$ cat src/rtl/div_seq.sv
// rtl/div_seq.sv - sequential signed radix-2 restoring divider (DIV/MOD)
//
// Ports:
//   clk     rising-edge clock
//   rst     asynchronous active-low reset
//   start   request a new operation (accepted only while idle)
//   op_mod  0 = quotient, 1 = remainder; sampled with start
//   in1     signed dividend; sampled with start
//   in2     signed divisor; sampled with start
//   out     registered signed result, held until the next done
//   busy    high while an operation is in progress
//   done    one-cycle pulse when out is valid
//   dbz     divide-by-zero flag of the last completed operation

module div_seq #(
  parameter int NUBITS = 32
) (
  input  logic                     clk,
  input  logic                     rst,
  input  logic                     start,
  input  logic                     op_mod,
  input  logic signed [NUBITS-1:0] in1,
  input  logic signed [NUBITS-1:0] in2,
  output logic signed [NUBITS-1:0] out,
  output logic                     busy,
  output logic                     done,
  output logic                     dbz
);

  localparam int CW = $clog2(NUBITS + 1);

  typedef enum logic [1:0] {IDLE, CALC, FIX} state_t;

  state_t            state;
  logic [CW-1:0]     cnt;
  logic [NUBITS-1:0] rem_r;
  logic [NUBITS-1:0] quo_r;
  logic [NUBITS-1:0] dvs_r;
  logic              mod_r;
  logic              neg1_r;
  logic              neg2_r;
  logic              zero_r;

  logic [NUBITS-1:0] in1_u;
  logic [NUBITS-1:0] in2_u;
  logic [NUBITS-1:0] mag1;
  logic [NUBITS-1:0] mag2;
  logic [NUBITS:0]   rem_sh;
  logic [NUBITS:0]   dvs_ext;
  logic [NUBITS:0]   diff;
  logic              fits;
  logic [NUBITS-1:0] q_signed;
  logic [NUBITS-1:0] r_signed;
  logic [NUBITS-1:0] in1_back;
  logic [NUBITS-1:0] result;

  assign busy = (state != IDLE);

  // Magnitudes as unsigned; the most negative value maps to 2^(NUBITS-1),
  // which still fits in NUBITS unsigned bits.
  assign in1_u = in1;
  assign in2_u = in2;
  assign mag1  = in1_u[NUBITS-1] ? -in1_u : in1_u;
  assign mag2  = in2_u[NUBITS-1] ? -in2_u : in2_u;

  // One restoring step: shift {rem,quo} left, trial-subtract the divisor.
  assign rem_sh  = {rem_r, quo_r[NUBITS-1]};
  assign dvs_ext = {1'b0, dvs_r};
  assign diff    = rem_sh - dvs_ext;
  assign fits    = (rem_sh >= dvs_ext);

  // Sign fix-up. Quotient negation wraps, so MIN / -1 returns MIN.
  assign q_signed = (neg1_r ^ neg2_r) ? -quo_r : quo_r;
  assign r_signed = neg1_r ? -rem_r : rem_r;
  // On divide-by-zero quo_r still holds |in1|; restoring its sign gives in1.
  assign in1_back = neg1_r ? -quo_r : quo_r;

  always_comb begin
    result = '0;
    if (zero_r) begin
      result = mod_r ? in1_back : '1;
    end else begin
      result = mod_r ? r_signed : q_signed;
    end
  end

  always_ff @(posedge clk or negedge rst) begin
    if (!rst) begin
      state  <= IDLE;
      cnt    <= '0;
      rem_r  <= '0;
      quo_r  <= '0;
      dvs_r  <= '0;
      mod_r  <= 1'b0;
      neg1_r <= 1'b0;
      neg2_r <= 1'b0;
      zero_r <= 1'b0;
      out    <= '0;
      done   <= 1'b0;
      dbz    <= 1'b0;
    end else begin
      done <= 1'b0;
      case (state)
        IDLE: begin
          if (start) begin
            mod_r  <= op_mod;
            neg1_r <= in1_u[NUBITS-1];
            neg2_r <= in2_u[NUBITS-1];
            quo_r  <= mag1;
            dvs_r  <= mag2;
            rem_r  <= '0;
            cnt    <= '0;
            zero_r <= (in2_u == '0);
            state  <= (in2_u == '0) ? FIX : CALC;
          end
        end
        CALC: begin
          rem_r <= fits ? diff[NUBITS-1:0] : rem_sh[NUBITS-1:0];
          quo_r <= {quo_r[NUBITS-2:0], fits};
          if (cnt == CW'(NUBITS - 1)) begin
            state <= FIX;
          end else begin
            cnt <= cnt + CW'(1);
          end
        end
        FIX: begin
          out   <= result;
          dbz   <= zero_r;
          done  <= 1'b1;
          state <= IDLE;
        end
        default: state <= IDLE;
      endcase
    end
  end

endmodule

$ cat config.mk
export PLATFORM = sky130hd
export DESIGN_NAME = div_seq
export DESIGN_NICKNAME = d
export VERILOG_FILES = /design/src/rtl/div_seq.sv
export SDC_FILE = /design/constraint.sdc
export NUM_CORES = 1
export LEC_CHECK = 0
export ABC_CLOCK_PERIOD_IN_PS = 4800
export CORE_ASPECT_RATIO = 0.6
export CORE_UTILIZATION = 55
export CTS_CLUSTER_SIZE = 25
export DETAILED_ROUTE_END_ITERATION = 8
export PLACE_DENSITY = 0.81
export SLEW_MARGIN = 25
export SYNTH_ARGS = -nofsm -noshare
export SYNTH_HDL_FRONTEND = slang
export SYNTH_SLANG_ARGS = --single-unit
$ cat constraint.sdc
create_clock -name clk -period 4.8 [get_ports clk]
set_input_delay 0.72 -clock clk [delete_from_list [all_inputs] [get_ports clk]]
set_output_delay 0.72 -clock clk [all_outputs]
set_load 0.01 [all_outputs]
==> impl_metrics.toml, run 1 <==
[status]
status = "completed"

[clock_tree]
cts_setup_buffers = 0
cts_tree = "yes"
clkTransAtPathRegs_ps = 60
hold_buffers = 0
insertion_delay_ps = 440
cts.sinks = 142
cts_resized = 0
root_buffer = "clkbuf_16"
htreeDepth = 4
cts_buffers = 17
max-clock-path-buffers = 2

[global_route]
antenna_found_initial = 0
grt_pass1_vias = 9627
grt_max_degree = 88
grt.total_usage = 0.326
grt_use_met1 = 0.519
busiest_layer = "met1"
use_met3 = 0.0821
globalRouteOverflowTotal = 0
grtUsageMet2 = 0.439
grt_first_pass_wirelength_um = 52300

[timing]
timing.final.ws_setup_ps = 1050
setup-tns-final_ps = 0
finalSetupViolations = 0
worstMarginPinSlew_ps = 1000
post-route-period-util = 0.781
slew_headroom = 0.332
fin_skew_ps = 13.8
final-max-slew-violation-count = 0
fmax_mhz = 267
hold_violations = 0
rsz0062_at_grt = "no"
period_needed_ps = 3750

[logic_synthesis]
synth_cell_types = 74
yosys_warnings = 0
synthesis.area_um2 = 11000
synth_nets = 1487
avgSynthCellArea_um2 = 8.00
synth_top_cell_area_share = 0.322
synth_compound_area_frac = 0.243
yosysTopAreaCell = "dfrtp_1"
synthFlopType = "dfrtp_1"
synth-adder-area-share = 0.0437
synth_xor_area_frac = 0.121
synth_cells = 1381
synth_top_family_by_area = "compound AO/OA/AOI/OAI gates"
synthTopCellsByCount = "181 x nand2_1, 142 x dfrtp_1, 101 x o21ai_1"
synth-seq-area-share = 0.322
synthMuxAreaShare = 0.0174
synth_most_common_cell = "nand2_1"
synth_seq_cells = 142
synth_top_cells_by_area = "dfrtp_1 32%, xor2_1 7.5%, nand2_1 6.2%"
synth-async-reset-ratio = 1.00
yosys.area_share.simple = 0.198
synth_edf_count = 0

[finish]
postLayoutCellArea_um2 = 12800
n_antenna_cell = 0
fin_util = 0.663
seq_area_um2 = 3550
multi_input_area_um2 = 6920
drive_gt1_frac = 0.0559
nNetsFinal = 1526
syn_to_final_growth_pct = 16.0
nFillCells = 1609

[critical_path]
required_ps = 5100
timing.reg2reg.setup_slack_ps = 1050
critPathLaunchType = "flip-flop"
regToRegEndpoint = "rem_r[24]"
cp-end-kind = "flip-flop"
cp_max_fo = 4
rr_startpoint = "quo_r[31]"
arrival_ps = 4050
r2r_cells = 14
critical_path_class = "reg2reg"

[route]
first_pass_iters = 5
first_iter_violations = 1243
viasPerCell = 6.27
remaining_drc_errors = 0
wl_per_cell_um = 19.1
drt-total-wl_um = 32400
num_vias = 10652
antenna_left = 0

[placement]
post-dp-hpwl_um = 24000
placed_area_um2 = 12100
post-place-ws_ps = 660
place.gp.congestion = 0.965
port_buffers = 102

[min_path]
hold_class = "in2async"

[floorplan]
fp.dieH_um = 112
io_pins = 103
dieArea_um2 = 20700
die_x_um = 185
row_count = 39
core-area_um2 = 19300
initial_core_util = 0.571

[run]
maxCapViolations = 0

[power]
power_density_nw_per_um2 = 812
vdd_drop_max_mv = 0.422
total_leakage_power_nw = 5.44
metal layers:
layer / routed length, um / vias up
met1: 15600 / 5143
met3: 3490 / 18
met5: 0 / -
met2: 13000 / 483
met4: 238 / 0
li1: - / 5008
per-stage QoR:
stage	cells	power [mW]	hold WS, ps
detailed placement	1667	8.64	468
finish	1698	10.4	281
global placement	1667	8.42	460
global route	1698	11.2	323
floorplan	1381	7.03	424
CTS	1698	10.3	290
cell type report:
class,count,area share
flip-flops and latches,142,0.277
multi-input cells,1088,0.540
inverters,53,0.0155
clock inverters,10,0.0162
clock buffers,21,0.0367
repair buffers,118,0.0884
well taps,266,0.0260
critical path, stage by stage (launching register included):
cell	delay, ps
dfrtp_1	430
inv_1	110
ha_1	180
inv_1	60
fa_1	410
a21o_1	200
a221oi_1	530
nor4_1	100
nor2_1	320
nand2_1	180
o31ai_1	540
o31ai_1	140
xor2_1	170
mux2i_1	160
o21ai_1	70
flip-flops by register name, summed over array words and instances, names as in the netlist:
name	flops
mod_r	1
zero_r	1
dvs_r	32
out	32
rem_r	32
quo_r	32
cnt	6
neg2_r	1
done	1
neg1_r	1
dbz	1
state	2
layout by cell type, fill, tap and decap left out, types with 32 or more instances in the layout:
cell             Yosys  routed
a21oi_1             67      67
ha_1                37      37
or3_1               32      32
xor2_1              95      94
o21ai_0             86      86
clkdlybuf4s50_1      0      99
xnor2_1             57      57
nand2_1            181     181
o21ai_1            101     101
o31ai_1             40      40
dfrtp_1            142     141
nor2_1              58      57
nand3_1             53      53
inv_1               51      51
how the worst max path moves through the flow:
stage / cells after the start / slack (ps) / end / from
finish: 14 / 1050 / rem_r[24] / quo_r[31]
global route: 14 / 780 / rem_r[24] / quo_r[31]
CTS: 11 / 1120 / quo_r[28] / in1[4]
detailed placement: 11 / 660 / quo_r[28] / in1[4]
global placement: 11 / 730 / quo_r[28] / in1[4]
floorplan: 10 / 1330 / quo_r[28] / in1[4]
cell families after synthesis:
logic type,after synthesis
DFF,142
AOI/OAI and AO/OA,437
and+or+nand+nor,442
adders and majority gates,38
muxes,19
xor gates and xnor gates,152
buffers and inverters,151
power by group:
group	total [mW]	internal, mW	switching (mW)
Combinational	6.29	2.61	3.68
Sequential	2.57	1.74	0.830
Clock	1.55	1.01	0.535
Note: power is estimated with default switching activity, not from simulation.
==> inputs of run 2 (changes only) <==
--- a/config.mk
+++ b/config.mk
@@ -5,12 +5,12 @@
 export SDC_FILE = /design/constraint.sdc
 export NUM_CORES = 1
 export LEC_CHECK = 0
-export ABC_CLOCK_PERIOD_IN_PS = 4800
+export ABC_CLOCK_PERIOD_IN_PS = 3060
 export CORE_ASPECT_RATIO = 0.6
-export CORE_UTILIZATION = 55
+export CORE_UTILIZATION = 53
 export CTS_CLUSTER_SIZE = 25
 export DETAILED_ROUTE_END_ITERATION = 8
-export PLACE_DENSITY = 0.81
+export PLACE_DENSITY = 0.82
 export SLEW_MARGIN = 25
 export SYNTH_ARGS = -nofsm -noshare
 export SYNTH_HDL_FRONTEND = slang
==> constraint.sdc (replaced) <==
create_clock -name clk -period 3.06 [get_ports clk]
set_input_delay 0.459 -clock clk [delete_from_list [all_inputs] [get_ports clk]]
set_output_delay 0.459 -clock clk [all_outputs]
set_load 0.01 [all_outputs]
==> impl_metrics.toml, run 2 (synthesized netlist as in run 1, its figures left out) <==
[route]
antenna_left = 0
viasPerCell = 6.45
wl_per_cell_um = 21.4
remaining_drc_errors = 0
first_iter_violations = 1645
drt-total-wl_um = 40600
num_vias = 12229
first_pass_iters = 7

[timing]
finalSetupViolations = 25
worstMarginPinSlew_ps = 801
hold_violations = 5
post-route-period-util = 1.07
slew_headroom = 0.465
timing.final.ws_setup_ps = -201
fin_skew_ps = 24.8
rsz0062_at_grt = "yes"
period_needed_ps = 3260
fmax_mhz = 307
hold-worst-slack_ps = -7.98
final-max-slew-violation-count = 0

[critical_path]
crit_buf_inv = 0
regToRegEndpoint = "out[30]"
path_cells = "or4_4 > or4_4 > or3_4 > or3_4 > nor4_4 > mux2_4 > o21ai_2 > a221oi_2 > a21o_1"
arrival_ps = 3600
timing.reg2reg.setup_slack_ps = -200
slowest_stage = "or4_4"
crit_family = "simple AND/OR/NAND/NOR gates"
cp_max_fo = 3
critical_path_class = "reg2reg"
required_ps = 3400
critPathLaunchType = "flip-flop"
r2r_cells = 9
rr_startpoint = "rem_r[13]"
cp-end-kind = "flip-flop"
cp_slowest_stage_delay_ps = 550

[clock_tree]
clkTransAtPathRegs_ps = 70
max-clock-path-buffers = 2
hold_buffers = 0
cts.sinks = 142
insertion_delay_ps = 460
cts_buffers = 17
cts_tree = "yes"
htreeDepth = 4
root_buffer = "clkbuf_16"

[global_route]
globalRouteOverflowTotal = 0
grt_first_pass_wirelength_um = 60200
grt.total_usage = 0.360
grt_max_degree = 64
antenna_found_initial = 0
grt_pass1_vias = 11226

[finish]
n_antenna_cell = 0
nNetsFinal = 1717
postLayoutCellArea_um2 = 15100
multi_input_area_um2 = 7630
drive_gt1_frac = 0.229
nFillCells = 1386
syn_to_final_growth_pct = 36.6
layout_common_cells = "187 x buf_4, 174 x nand2_1, 140 x dfrtp_1"
seq_area_um2 = 3560
mostFrequentLayoutCell = "buf_4"

[power]
total_leakage_power_nw = 6.50
vdd_drop_max_mv = 0.706
p_switching_mw = 9.89
power_frac_seq = 0.178
power_density_nw_per_um2 = 1350
sw_frac_of_total = 0.486
p_int_mw = 10.5
pwr-share-comb = 0.709
clockPowerShare = 0.113

[floorplan]
core-area_um2 = 20200
dieArea_um2 = 21400
row_count = 40
initial_core_util = 0.546
die_x_um = 188
io_pins = 103
fp.dieH_um = 114

[placement]
placed_area_um2 = 13500
port_buffers = 102
post-dp-hpwl_um = 27300
place.gp.congestion = 0.964

[status]
status = "finished with violations"
failed_checks = "hold timing, setup timing"

[run]
maxCapViolations = 0

[min_path]
hold_class = "in2async"
-- run 2: cell count changes in the layout (fill, tap and decap cells not counted), sizes merged --
| cell | delta |
|---|---|
| clkdlybuf4s15 | +1 |
| clkinvlp | +2 |
| clkbuf | +2 |
| clkinv | +1 |
| bufinv | -2 |
| inv | -1 |
| clkdlybuf4s50 | -2 |
| buf | +190 |
-- run 2: final cells by class --
| type | instances | area share |
|---|---|---|
| timing repair buffer | 309 | 0.182 |
| tap | 273 | 0.0226 |
| clock inverter | 10 | 0.0108 |
| clock buffer | 21 | 0.0305 |
| multi-input combinational | 1088 | 0.506 |
| sequential | 142 | 0.236 |
| inverter | 53 | 0.0132 |
-- run 2: per-layer routing --
metal / vias up / part of all wire / routed length, um / GRT usage
met2: 876 / 0.42 / 17100 / 0.520
met1: 5789 / 0.40 / 16300 / 0.507
li1: 5405 / - / - / -
met3: 159 / 0.15 / 5900 / 0.129
met4: 0 / 0.031 / 1260 / 0.0957
met5: - / 0 / 0 / 0.0136
-- run 2: stage by stage --
stage / utilization / TNS [ps] / std cells / setup WS (ps) / total power, mW
after CTS: 0.718 / -600 / 1885 / -188 / 18.3
final: 0.746 / -1910 / 1896 / -201 / 20.4
after floorplan: - / -432 / 1381 / -142 / 11.0
after detailed placement: 0.669 / -11780 / 1849 / -758 / 15.2
after global routing: 0.746 / -4290 / 1896 / -235 / 21.4
after global placement: 0.669 / -6770 / 1849 / -679 / 14.8
-- run 2: how the worst max path moves through the flow --
stage / end / depth (start not counted) / startpoint
after floorplan: quo_r[29] / 10 / in1[4]
after global placement: quo_r[29] / 11 / in1[4]
after detailed placement: quo_r[29] / 11 / in1[4]
after CTS: rem_r[30] / 14 / dvs_r[0]
after global routing: out[30] / 9 / rem_r[13]
final: out[30] / 9 / rem_r[13]
-- run 2: timing repair --
item / 4_1_cts / 5_1_grt
buffers inserted: 5 / 12
endpoints found under the setup margin: 50 / 49
pin swaps: 36 / 52
gates resized for setup: 66 / 92
endpoints found under the hold margin: 0 / 0
cloned: 2 / 2
-- run 2: power groups by stage --
stage | registers, mW | logic [mW] | clock network, mW
2_1_floorplan | 3.35 | 7.69 | 0
3_3_place_gp | 3.46 | 11.3 | 0
3_5_place_dp | 3.51 | 11.7 | 0
4_1_cts | 3.51 | 12.5 | 2.28
5_1_grt | 3.67 | 15.3 | 2.38
6_report | 3.62 | 14.4 | 2.30
